`src/rtl/id_ex_reg.sv`:
```
// ID/EX pipeline register for the five-stage MIPS core.
// Detects load-use hazards against the held instruction, stalls IF/ID and inserts bubbles.
module id_ex_reg #(
    parameter int unsigned MEMREAD_BIT = 3
) (
    input  logic        clk,
    input  logic        rst_n,
    input  logic        en,
    input  logic [31:0] id_pc,
    input  logic [31:0] id_pc_4,
    input  logic [31:0] id_ir,
    input  logic [31:0] id_signal,
    input  logic [31:0] id_r1,
    input  logic [31:0] id_r2,
    input  logic [31:0] id_ext,
    input  logic [31:0] id_v0,
    input  logic [31:0] id_a0,
    input  logic [4:0]  id_dst,
    input  logic [4:0]  id_rs,
    input  logic [4:0]  id_rt,
    input  logic        id_use_rs,
    input  logic        id_use_rt,
    input  logic        ex_jb,
    output logic [31:0] ex_pc,
    output logic [31:0] ex_pc_4,
    output logic [31:0] ex_ir,
    output logic [31:0] ex_signal,
    output logic [31:0] ex_r1,
    output logic [31:0] ex_r2,
    output logic [31:0] ex_ext,
    output logic [31:0] ex_v0,
    output logic [31:0] ex_a0,
    output logic [4:0]  ex_dst,
    output logic        lu,
    output logic        stall,
    output logic [31:0] stall_cnt,
    output logic [31:0] flush_cnt
);

    typedef struct packed {
        logic [31:0] pc;
        logic [31:0] pc_4;
        logic [31:0] ir;
        logic [31:0] signal;
        logic [31:0] r1;
        logic [31:0] r2;
        logic [31:0] ext;
        logic [31:0] v0;
        logic [31:0] a0;
        logic [4:0]  dst;
    } bundle_t;

    bundle_t     bundle_d, bundle_q, id_bundle;
    logic        lu_d, lu_q;
    logic [31:0] stall_cnt_d, stall_cnt_q;
    logic [31:0] flush_cnt_d, flush_cnt_q;
    logic        hz;
    logic        rs_match, rt_match;

    always_comb begin
        id_bundle.pc     = id_pc;
        id_bundle.pc_4   = id_pc_4;
        id_bundle.ir     = id_ir;
        id_bundle.signal = id_signal;
        id_bundle.r1     = id_r1;
        id_bundle.r2     = id_r2;
        id_bundle.ext    = id_ext;
        id_bundle.v0     = id_v0;
        id_bundle.a0     = id_a0;
        id_bundle.dst    = id_dst;
    end

    // A bubble has signal = 0 and dst = 0, so it can never raise a hazard itself.
    always_comb begin
        rs_match = id_use_rs && (id_rs == bundle_q.dst);
        rt_match = id_use_rt && (id_rt == bundle_q.dst);
        hz       = bundle_q.signal[MEMREAD_BIT] && (bundle_q.dst != 5'd0) && (rs_match || rt_match);
        stall    = en && hz && !ex_jb;
    end

    always_comb begin
        bundle_d    = bundle_q;
        lu_d        = lu_q;
        stall_cnt_d = stall_cnt_q;
        flush_cnt_d = flush_cnt_q;
        if (en) begin
            if (ex_jb) begin
                // ID holds a wrong-path instruction, so any hazard it shows is moot.
                bundle_d    = '0;
                lu_d        = 1'b0;
                flush_cnt_d = flush_cnt_q + 32'd1;
            end else if (hz) begin
                bundle_d    = '0;
                lu_d        = 1'b1;
                stall_cnt_d = stall_cnt_q + 32'd1;
            end else begin
                bundle_d    = id_bundle;
                lu_d        = 1'b0;
            end
        end
    end

    always_ff @(posedge clk or negedge rst_n) begin
        if (!rst_n) begin
            bundle_q    <= '0;
            lu_q        <= 1'b0;
            stall_cnt_q <= '0;
            flush_cnt_q <= '0;
        end else begin
            bundle_q    <= bundle_d;
            lu_q        <= lu_d;
            stall_cnt_q <= stall_cnt_d;
            flush_cnt_q <= flush_cnt_d;
        end
    end

    assign ex_pc     = bundle_q.pc;
    assign ex_pc_4   = bundle_q.pc_4;
    assign ex_ir     = bundle_q.ir;
    assign ex_signal = bundle_q.signal;
    assign ex_r1     = bundle_q.r1;
    assign ex_r2     = bundle_q.r2;
    assign ex_ext    = bundle_q.ext;
    assign ex_v0     = bundle_q.v0;
    assign ex_a0     = bundle_q.a0;
    assign ex_dst    = bundle_q.dst;
    assign lu        = lu_q;
    assign stall_cnt = stall_cnt_q;
    assign flush_cnt = flush_cnt_q;

endmodule

```
`config.mk`:
```
export PLATFORM = sky130hd
export DESIGN_NAME = id_ex_reg
export DESIGN_NICKNAME = d
export VERILOG_FILES = /design/src/rtl/id_ex_reg.sv
export SDC_FILE = /design/constraint.sdc
export NUM_CORES = 1
export LEC_CHECK = 0
export BUFFER_PORTS_ARGS = -buffer_cell sky130_fd_sc_hd__buf_2
export CORE_AREA = 5 5 258 260
export DETAILED_ROUTE_END_ITERATION = 7
export DIE_AREA = 0 0 263 265
export PLACE_DENSITY = 0.42
export SYNTH_ARGS = -nofsm -noshare
export SYNTH_HDL_FRONTEND = slang
export SYNTH_SLANG_ARGS = --single-unit
```
`constraint.sdc`:
```
create_clock -name clk -period 2.3 [get_ports clk]
set_clock_uncertainty 0.15 [all_clocks]
set_input_delay 0.46 -clock clk [delete_from_list [all_inputs] [get_ports clk]]
set_output_delay 0.46 -clock clk [all_outputs]
set_load 0.005 [all_outputs]
```
# Word level (Yosys, flattened, before mapping)

Index checks and enable logic that the tools add are counted.

Bits in registers: 358
Input port bits: 309
Word-level logic and storage cells: 33

Equality and inequality tests: 2
Muxes and demuxes: 4
Bitwise logic cells: 1
Reduce and logical (&&, ||, !) cells: 11
Add/subtract/negate cells: 2

Operator list:

| kind                    | count |
|---|---|
| $mux W293               | 2 |
| $add A32 B1 Y32 const B | 2 |
| $eq A5 B5 Y1            | 2 |
| $logic_and A1 B1 Y1     | 6 |
| $reduce_bool A5 Y1      | 1 |
| $reduce_and A3 Y1       | 1 |
| $mux W1                 | 2 |
| $reduce_and A2 Y1       | 1 |
| $logic_not A1 Y1        | 1 |
| $logic_or A1 B1 Y1      | 1 |
| $not A1 Y1              | 1 |

# Longest topological paths before layout

Word-level depth: 6
Mapped depth: 8
Gate-level depth less buffers: 6

# Worst setup path after synthesis

OpenSTA, ideal clock, no wires.

Path type: in2reg
From: in id_rs[3]
To: reg bundle_q (netlist bit ex_dst[0])
Arrival time: 1817 ps
Stages: 8
Path slack: 212 ps
Path buffers: 3
Path through: xor2_1 > nor4_1 > a32oi_1 > o21a_1 > buf_4 > buf_8 > buf_6 > a22o_1

Longest elaborated chain between the ends: 6

Ends and longest elaborated chain:

| item                   | line | text |
|---|---|---|
| start: declaration     | 19   | `input logic [4:0] id_rs,` |
| $eq A5 B5 Y1           | 75   | `rs_match = id_use_rs && (id_rs == bundle_q.dst);` |
| $logic_and A1 B1 Y1    | 75   |  |
| $logic_or A1 B1 Y1     | 77   | `hz = bundle_q.signal[MEMREAD_BIT] && (bundle_q.dst != 5'd0) && (rs_match \|\| rt_match);` |
| $logic_and A1 B1 Y1    | 77   |  |
| $mux W293              | 92   | `end else if (hz) begin` |
| $mux W293              | 87   | `if (ex_jb) begin` |
| end signal: assignment | 110  | `bundle_q <= bundle_d;` |
| end: declaration       | 53   | `bundle_t bundle_d, bundle_q, id_bundle;` |

Every way passes these cells.
A chain may end at the register's enable or synchronous reset.

# Worst setup path after layout

From: reg bundle_q (netlist bit ex_dst[3])
To: out stall

Longest elaborated chain between the ends: 6
Elaborated cells between the ends (all ways): 10
Those cells by class: eq/ne: 2; reduce/logical: 8

Ends and longest elaborated chain:

| item                                   | line   | text |
|---|---|---|
| $eq A5 B5 Y1 (on tied branches)        | 75, 76 |  |
| $logic_and A1 B1 Y1 (on tied branches) | 75, 76 |  |
| $logic_or A1 B1 Y1                     | 77     |  |
| $logic_and A1 B1 Y1 *                  | 77     |  |
| $logic_and A1 B1 Y1 * (2 in a row)     | 78     | `stall = en && hz && !ex_jb;` |
| end: declaration                       | 35     | `output logic stall,` |

Every way passes the cells marked *; elsewhere a longest branch is shown, timed or not.

==> qor.yml <==
status:
  outcome: "finished with violations"
  failed_checks: "setup timing"
place:
  dp_hpwl_um: 39530
  dp.cells: 2451
  portBuffers: 667
  place.gp.congestion: 0.8050
die:
  die-area_um2: 69700
  fp-row-count: 93
  initial_core_util: 0.2114
  fp.dieW_um: 263
  num_io_pins: 668
  core_area_um2: 63880
  dieHeight_um: 265
hold_path:
  hold_start: "id_signal[10]"
  holdCritPathClass: "input pin to flip-flop"
final_layout:
  synthToLayoutAreaGrowth_pct: 74.80
  nets: 2289
  final_cells: 2861
  drive_gt1_frac: 0.4223
grt:
  track_usage: 0.1584
  grt_max_degree: 158
  antenna_found_initial: 6
  grt-ovfl-total: 0
  grt_pass1_vias: 13530
  grt_pass1_wl_um: 86880
routing:
  via_count: 12380
  avgViaCountPerCell: 4.329
  ant_nets: 0
  drc: 0
  dr.pass1.iters: 4
  wl_um: 59120
  drt_iter0_drc: 633
  route.detailed.wl_per_inst_um: 20.66
power_and_ir_drop:
  switching_share: 0.2528
  p_total_mw: 16.25
  power_frac_comb: 0.161
  p_int_mw: 12.14
  p_clk_frac: 0.404
  p_per_area_nw_per_um2: 688.3
  leakage_nw: 12.38
  p_seq_frac: 0.435
  power.switching_mw: 4.107
  irDropWorstVdd_mv: 0.4274
sta:
  finalHoldViolations: 0
  fin_crit_ps: 2751
  rsz0062_at_grt: "true"
  max_freq_mhz: 363.5
  worst_slew_pin_slew_ps: 934.0
  tns_ps: -80410
  period_share: 1.196
  setup_viol: 317
  slew-limit-headroom: 0.3774
  final_max_slew_viol_count: 0
  worst_slack_ps: -451.0
worst_setup_path:
  cp-end-kind: "output port"
  r2r_start: "ex_dst[1]$_DFFE_PN0P_"
  cp_data_required_time_ps: 1690
  r2r_slack_ps: -410
  cp-start-kind: "flip-flop"
  critPathKind: "flip-flop to output port"
  crit_arrival_ps: 2140
  startpoint: "ex_dst[3]$_DFFE_PN0P_"
  crit_fanout: 3
yosys:
  syn_nets: 1257
  synthDistinctLibCells: 33
  ys_ff_latch: 358
  yosysTopAreaCellShare: 0.6635
  yosys_warnings: 0
  synth-seq-area-share: 0.6635
  synth.avg_cell_area_um2: 14.27
  yosysTopAreaCell: "dfrtp_1"
  synth_area_leaders: "dfrtp_1 66%, a22o_1 19%, xor2_1 3.4%"
  syn_area_um2: 13500
  synthCells: 946
clock_network:
  cts.sinks: 358
  path_clk_slew_ps: 50
  h-tree-depth: 2
  clockBufferDepth: 3
  cts_made_buffers: 44
  cts_root_buf: "clkbuf_16"
  tritoncts: "built"
  insertion_delay_ps: 560
job:
  maxCapViolCount: 0
-- worst paths after layout --
kind | cells after the start | end
worst min-delay path | 2 | ex_signal[10]$_DFFE_PN0P_
worst max-delay path | 6 | stall
worst max register to register | 11 | ex_pc[31]$_DFFE_PN0P_
worst min register to register | 1 | stall_cnt[31]$_DFFE_PN0P_
max in group asynchronous | 3 | ex_v0[0]$_DFFE_PN0P_
min in group asynchronous | 2 | ex_signal[2]$_DFFE_PN0P_
-- power by group through the flow --
stage / clock [mW] / combinational (mW) / sequential (mW)
6_report: 6.57 / 2.61 / 7.07
5_1_grt: 7.05 / 2.83 / 7.12
4_1_cts: 6.79 / 2.59 / 7.06
3_5_place_dp: 0 / 1.93 / 7.15
3_3_place_gp: 0 / 1.91 / 7.16
2_1_floorplan: 0 / 0.660 / 7.17
-- what timing repair did --
item                                    4_1_cts  5_1_grt
buffers inserted                             14        5
resized for setup                            38       36
cloned                                       20        7
hold endpoints to repair                    326        0
pin swaps                                     8       17
endpoints found under the setup margin      327      323
hold buffers                                291        0
-- flip-flops by register name (all words and copies together), names as in the netlist --
name       flops
ex_ext        32
ex_v0         32
ex_r2         32
stall_cnt     32
ex_ir         32
ex_r1         32
lu             1
ex_a0         32
ex_pc_4       32
ex_dst         5
ex_pc         32
ex_signal     32
flush_cnt     32
-- synthesized netlist by cell type --
cell / number
or4_1: 1
buf_8: 2
xnor2_1: 20
inv_2: 1
a21o_1: 1
xor2_1: 52
inv_1: 6
buf_6: 28
nand3_1: 19
a22o_1: 293
and2_0: 1
nand4_1: 18
clkbuf_1: 35
and2_1: 1
buf_1: 1
o21ai_2: 1
nor4_1: 20
nor3_1: 16
nand2b_1: 1
and4_1: 5
a32oi_1: 1
nand2_1: 24
o21a_1: 2
nor2_1: 17
mux2_2: 2
dfrtp_1: 358
nor4b_1: 3
nand2_2: 1
ha_1: 2
buf_2: 4
buf_4: 1
and3_1: 8
nor2b_1: 1
-- through the flow --
step           hold WS (ps)  utilization  setup slack [ps]  cell area, um2
2_1_floorplan         14.41            -             212.1           13500
3_3_place_gp          302.3       0.2820            -484.5           18020
3_5_place_dp          307.5       0.2820            -562.7           18020
4_1_cts               8.592       0.3629            -507.0           23180
5_1_grt               10.13       0.3694            -543.2           23600
6_report              35.48       0.3695            -451.0           23600
-- worst max-delay path: stages, from the launching register on --
cell,delay [ps]
dfrtp_1,410
buf_12,160
or4_4,560
o21a_4,250
nand2_4,70
nor2_4,40
buf_6,110
-- layout make-up --
cell class	count	area (um2)
tap	855	1070
clock buffer	63	1234
timing repair buffer	1057	7973
fill	6253	40280
multi-input combinational	510	4242
inverter	7	33.78
antenna	5	12.51
clock inverter	6	80.08
sequential	358	8959
-- cell usage in the layout, fill, tap and decap left out, types with 2 or more instances in the layout --
master         instances
nor4_2                 2
o21a_4                 2
and3_1                 8
dlygate4sd3_1        291
nor4_4                 8
diode_2                5
ha_1                   2
clkbuf_16             50
buf_4                 37
nand3_1               19
nor4_1                10
nand4_1               18
buf_6                  8
a22o_1               293
nor3_1                16
nor4b_1                2
inv_1                  6
bufbuf_16             11
bufinv_16              2
clkbuf_8               4
buf_2                665
xnor2_1               20
buf_12                26
xor2_2                 2
and4_1                 5
clkinv_2               4
xor2_1                49
clkbuf_1              14
buf_16                12
dfrtp_1              358
buf_8                  2
mux2_2                 2
nand2_1               24
nor2_1                16
-- layer usage --
metal / GRT usage / wire length, um
met1: 0.1956 / 24100
met2: 0.2683 / 29000
met3: 0.04771 / 4336
met4: 0.04907 / 1652
met5: 0 / 32
-- logic make-up (layout without fill, tap and decap cells) --
kind of cell | after synthesis | in the layout | share of synthesized area
compound gates | 298 | 298 | 0.1930
xor+xnor | 72 | 72 | 0.04670
fa+ha+maj | 2 | 2 | 0.001853
buf+inv | 78 | 1133 | 0.03957
flops | 358 | 358 | 0.6635
mux | 2 | 2 | 0.001668
other cells | 0 | 5 | 0
simple gates | 136 | 136 | 0.05375
Power figures use the tool's default switching activity.
